`src/rtl/blackjack_round_fsm_pkg.sv`:
```
// blackjack_round_fsm_pkg: shared state/winner encodings, limits and card helpers.
// Optional feature macro ACE_SOFT_EN: soft-ace hand tracking.
package blackjack_round_fsm_pkg;

    typedef enum logic [3:0] {
        IDLE        = 4'd0,
        DEAL_P1     = 4'd1,
        DEAL_D1     = 4'd2,
        DEAL_P2     = 4'd3,
        DEAL_D2     = 4'd4,
        PLAYER_TURN = 4'd5,
        PLAYER_DRAW = 4'd6,
        DEALER_TURN = 4'd7,
        DEALER_DRAW = 4'd8,
        RESULT      = 4'd9
    } state_t;

    typedef enum logic [1:0] {
        NONE   = 2'b00,
        PLAYER = 2'b01,
        DEALER = 2'b10,
        PUSH   = 2'b11
    } winner_t;

    localparam logic [4:0] BUST_LIMIT = 5'd21;
    localparam logic [4:0] FACE_VALUE = 5'd10;

`ifdef ACE_SOFT_EN
    typedef struct packed {
        logic       soft;
        logic [4:0] total;
    } hand_t;
`else
    typedef struct packed {
        logic [4:0] total;
    } hand_t;
`endif

    function automatic logic [4:0] map_card(input logic [4:0] raw);
        return (raw == 5'd0) ? 5'd1 : (raw > FACE_VALUE) ? FACE_VALUE : raw;
    endfunction

    function automatic hand_t add_card(input hand_t h, input logic [4:0] raw);
        hand_t      r;
        logic [4:0] v;
        v = map_card(raw);
`ifdef ACE_SOFT_EN
        // total <= 10 is the wrap-free form of total + 11 <= 21
        if (v == 5'd1 && h.total <= BUST_LIMIT - 5'd11) begin
            r.total = h.total + 5'd11;
            r.soft  = 1'b1;
        end else begin
            r.total = h.total + v;
            r.soft  = h.soft;
            if (r.total > BUST_LIMIT && h.soft) begin
                r.total = r.total - FACE_VALUE;
                r.soft  = 1'b0;
            end
        end
`else
        r.total = h.total + v;
`endif
        return r;
    endfunction

    function automatic winner_t judge(input logic [4:0] p, input logic [4:0] d);
        return (p > BUST_LIMIT) ? DEALER :
               (d > BUST_LIMIT) ? PLAYER :
               (p > d)          ? PLAYER :
               (p < d)          ? DEALER : PUSH;
    endfunction

endpackage

```
`src/rtl/blackjack_round_fsm_key_pulse.sv`:
```
// key_pulse: registered falling-edge detector for an active-low raw key.
// Ports: clock, reset (sync, active-high), key_n (raw key), pulse (one-cycle press pulse).
module key_pulse (
    input  logic clock,
    input  logic reset,
    input  logic key_n,
    output logic pulse
);
    logic q, prev;

    always_ff @(posedge clock) begin
        if (reset) begin
            q    <= 1'b1;
            prev <= 1'b1;
        end else begin
            q    <= key_n;
            prev <= q;
        end
    end

    assign pulse = prev & ~q;
endmodule

```
`src/rtl/blackjack_round_fsm.sv`:
```
// blackjack_round_fsm: one blackjack round (deal, player turn, dealer turn, result).
// Ports: clock, reset (sync, active-high); key_deal_n/key_hit_n/key_stand_n raw active-low keys;
// card_valid/card_value/card_ready card handshake; player_score, dealer_score, winner,
// round_done, state_out status outputs. Optional macro ACE_SOFT_EN enables soft aces.
module blackjack_round_fsm
    import blackjack_round_fsm_pkg::*;
#(
    parameter logic [4:0] DEALER_STAND = 5'd17
) (
    input  logic       clock,
    input  logic       reset,
    input  logic       key_deal_n,
    input  logic       key_hit_n,
    input  logic       key_stand_n,
    input  logic       card_valid,
    input  logic [4:0] card_value,
    output logic       card_ready,
    output logic [4:0] player_score,
    output logic [4:0] dealer_score,
    output logic [1:0] winner,
    output logic       round_done,
    output logic [3:0] state_out
);
    logic    deal, hit, stand, take;
    state_t  state, state_n;
    hand_t   player, player_n, dealer, dealer_n, p_add, d_add;
    winner_t win, win_n;

    key_pulse u_deal  (.clock(clock), .reset(reset), .key_n(key_deal_n),  .pulse(deal));
    key_pulse u_hit   (.clock(clock), .reset(reset), .key_n(key_hit_n),   .pulse(hit));
    key_pulse u_stand (.clock(clock), .reset(reset), .key_n(key_stand_n), .pulse(stand));

    always_ff @(posedge clock) begin
        if (reset) begin
            state  <= IDLE;
            player <= '0;
            dealer <= '0;
            win    <= NONE;
        end else begin
            state  <= state_n;
            player <= player_n;
            dealer <= dealer_n;
            win    <= win_n;
        end
    end

    assign card_ready = state inside {DEAL_P1, DEAL_D1, DEAL_P2, DEAL_D2, PLAYER_DRAW, DEALER_DRAW};
    assign take       = card_valid & card_ready;
    assign p_add      = add_card(player, card_value);
    assign d_add      = add_card(dealer, card_value);

    always_comb begin
        state_n  = state;
        player_n = player;
        dealer_n = dealer;
        win_n    = win;
        case (state)
            IDLE:        state_n = deal ? DEAL_P1 : IDLE;
            DEAL_P1:     if (take) begin player_n = p_add; state_n = DEAL_D1; end
            DEAL_D1:     if (take) begin dealer_n = d_add; state_n = DEAL_P2; end
            DEAL_P2:     if (take) begin player_n = p_add; state_n = DEAL_D2; end
            DEAL_D2:     if (take) begin dealer_n = d_add; state_n = PLAYER_TURN; end
            PLAYER_TURN: state_n = stand ? DEALER_TURN : hit ? PLAYER_DRAW : PLAYER_TURN;
            PLAYER_DRAW: if (take) begin
                player_n = p_add;
                if (p_add.total > BUST_LIMIT) begin
                    state_n = RESULT;
                    win_n   = judge(p_add.total, dealer.total);
                end else begin
                    state_n = PLAYER_TURN;
                end
            end
            DEALER_TURN: if (dealer.total < DEALER_STAND) begin
                state_n = DEALER_DRAW;
            end else begin
                state_n = RESULT;
                win_n   = judge(player.total, dealer.total);
            end
            DEALER_DRAW: if (take) begin dealer_n = d_add; state_n = DEALER_TURN; end
            RESULT:      if (deal) begin
                state_n  = DEAL_P1;
                player_n = '0;
                dealer_n = '0;
                win_n    = NONE;
            end
            default:     state_n = IDLE;
        endcase
    end

    assign player_score = player.total;
    assign dealer_score = dealer.total;
    assign winner       = win;
    assign round_done   = (state == RESULT);
    assign state_out    = state;
endmodule

```
`config.mk`:
```
export PLATFORM = sky130hd
export DESIGN_NAME = blackjack_round_fsm
export DESIGN_NICKNAME = d
export VERILOG_FILES = /design/src/rtl/blackjack_round_fsm_pkg.sv /design/src/rtl/blackjack_round_fsm_key_pulse.sv /design/src/rtl/blackjack_round_fsm.sv
export SDC_FILE = /design/constraint.sdc
export NUM_CORES = 1
export LEC_CHECK = 0
export CORE_UTILIZATION = 33
export CTS_CLUSTER_DIAMETER = 60
export DETAILED_ROUTE_END_ITERATION = 10
export PLACE_DENSITY = 0.51
export SYNTH_ARGS = -nofsm -noshare
export SYNTH_HDL_FRONTEND = slang
export SYNTH_SLANG_ARGS = --single-unit
```
`constraint.sdc`:
```
create_clock -name clock -period 3.35 [get_ports clock]
set_input_delay 0.67 -clock clock [delete_from_list [all_inputs] [get_ports clock]]
set_output_delay 0.67 -clock clock [all_outputs]
set_load 0.02 [all_outputs]
```
==> results.json <==
{
  "die_h_um": 71.3,
  "yosys_warnings": 0,
  "final_cell_mix": "nor2_1, clkdlybuf4s50_1, dfxtp_1",
  "drtAntennaViolNets": 0,
  "numCtsBuffers": 3,
  "yosys.area_share.simple": 0.230,
  "cts_resized": 0,
  "grt_setup_unrepaired": "no",
  "violations": "DRC",
  "grt_pass1_wl_um": 6730,
  "skew_ps": 3.17,
  "path_clk_slew_ps": 80,
  "relSlewSlack": 0.435,
  "period_needed_ps": 3160,
  "hp-class": "register to register",
  "synth-edff-count": 0,
  "synth-compound-area-share": 0.256,
  "gp_congestion": 0.809,
  "synthMuxAreaShare": 0.0189,
  "dr.pass1.iters": 7,
  "netlist_area_mm2": 0.00159,
  "cts.sinks": 22,
  "postCtsSetupRepairBufs": 0,
  "finalCritPeriodShare": 0.943,
  "cts_buffer_depth": 2,
  "yosysUniqueCellTypes": 46,
  "synth-seq-cells": 22,
  "required_ps": 3520,
  "worst_slew_pin_slew_ps": 845,
  "drt_iter0_markers": 97,
  "final_max_slew_viol_count": 0,
  "synthAdderAreaFrac": 0.128,
  "netlist_instances": 192,
  "h-tree-depth": 1,
  "nNetsFinal": 245,
  "drive_above_1_share": 0.110,
  "io_buffers": 28,
  "leakage_nw": 0.771,
  "cts-root-buf": "clkbuf_8",
  "vias_per_cell": 5.49,
  "hold-worst-slack_ps": 454,
  "setup_violations": 0,
  "drv_cap": 0,
  "dp_hpwl_um": 2970,
  "tritoncts": "built",
  "vias": 1483,
  "cp_max_fo": 3,
  "fin_util": 0.445,
  "wl_um": 3990,
  "outcome": "complete, but fails checks",
  "irDropWorstVdd_uv": 200,
  "synth_xor_area_frac": 0.0387,
  "end_kind": "register",
  "grt_remaining_overflow": 0,
  "die_w_um": 71.3,
  "initial_core_util": 0.354,
  "hold_violations": 0,
  "p_per_area_mw_per_mm2": 559,
  "synth_top_family_by_area": "compound AO/OA/AOI/OAI gates",
  "ys.flop_type": "dfxtp_1",
  "wl_per_cell_um": 14.8,
  "area_delta_synth_final_pct": 25.7,
  "drc_errors": 2,
  "ctsHoldBuffers": 0,
  "avgSynthCellArea_um2": 8.26,
  "num_antenna_cells": 0,
  "rows": 24,
  "syn_nets": 218,
  "setup.worst_path.class": "input pin to register",
  "grt_use_total": 0.166,
  "cp.arrival_ps": 3330,
  "fmax_mhz": 317,
  "grt_max_degree": 23,
  "first_global_vias": 1434,
  "dieArea_mm2": 0.00509,
  "async_reset_ff_frac": 0,
  "antenna_found_initial": 0,
  "coreArea_mm2": 0.00447,
  "start_kind": "input pin",
  "ys_seq_area_frac": 0.278,
  "clock_latency_ps": 270,
  "io_pins": 29
}
routing by layer:
metal | global-route usage | routed length, um | vias to the layer above
li1 | - | - | 748
met2 | 0.281 | 1900 | 24
met4 | 0.0600 | 53 | 0
met3 | 0.0141 | 67 | 4
met5 | 0 | 0 | -
met1 | 0.222 | 1970 | 707
critical path: stages:
cell and delay (ps):
clkdlybuf4s50_1 480, nor2_1 70, nor2_1 80, nor2_1 40, a21oi_1 110, nor2_1 80
ha_1 210, fa_1 430, xor2_1 250, a32oi_1 110, a311oi_2 380, nor2_1 110
o41ai_2 320
cells in the mapped netlist, drive strengths merged (3+ instances only):
library cell / n / area [um^2]
nand3b: 3 / 22.5
clkbuf: 4 / 15.0
buf: 4 / 20.0
a21o: 3 / 22.5
mux2i: 3 / 30.0
a211oi: 5 / 42.5
a22oi: 8 / 60.1
ha: 13 / 163
inv: 12 / 45.0
nor2: 28 / 105
nand2: 6 / 22.5
dfxtp: 22 / 440
o21ai: 7 / 35.0
or2: 9 / 56.3
nor2b: 4 / 25.0
nand2b: 5 / 31.3
nor3: 5 / 25.0
a211o: 3 / 26.3
xnor2: 5 / 43.8
a21oi: 14 / 70.1
power breakdown:
part / switching (W) / internal [W]
clock: 0.0000927 / 0.000160
combinational: 0.000257 / 0.000237
sequential: 0.0000769 / 0.000291
total: 0.000426 / 0.000688
cells by family (layout without fill, tap and decap cells):
group | count (synthesis) | count (layout)
mux | 3 | 3
flops | 22 | 22
compound gates | 55 | 55
xor+xnor | 7 | 7
fa+ha+maj | 15 | 15
simple gates | 70 | 70
buf+inv | 20 | 46
sequential cells by signal, summed over array words and instances (netlist names):
signal and flops:
state_out 4, u_deal.prev 1, u_hit.prev 1, dealer_score 5, u_deal.q 1, player_score 5, u_stand.q 1, u_hit.q 1
winner 2, u_stand.prev 1
path summary, 6_finish.rpt:
kind	from	end	slack [ps]	cells after the start
worst min register to register	u_hit.q	u_hit.prev	450	1
worst max-delay path	card_value[1]	state_out[3]	190	13
worst min-delay path	u_hit.q	u_hit.prev	450	1
worst max register to register	player_score[0]	state_out[3]	1050	7
metrics by stage:
step | TNS [ps] | instances | area [um^2] | total power [W] | setup WS, ps
finish | 0 | 270 | 1990 | 0.00111 | 191
global route | 0 | 270 | 1990 | 0.00120 | 5.23
CTS | 0 | 270 | 1980 | 0.00112 | 143
detailed placement | -277 | 266 | 1910 | 0.000861 | -114
global placement | 0 | 266 | 1910 | 0.000852 | 4.42
floorplan | 0 | 192 | 1590 | 0.000707 | 641
layout make-up:
cell class                      count  area, um^2
Inverter                           12        45.0
Tap cell                           52        65.1
Multi-Input combinational cell    150        1070
Clock inverter                      1        30.0
Fill cell                         446        2480
Timing Repair Buffer               30         295
Clock buffer                        3        41.3
Sequential cell                    22         440
Note: power is estimated with default switching activity, not from simulation.
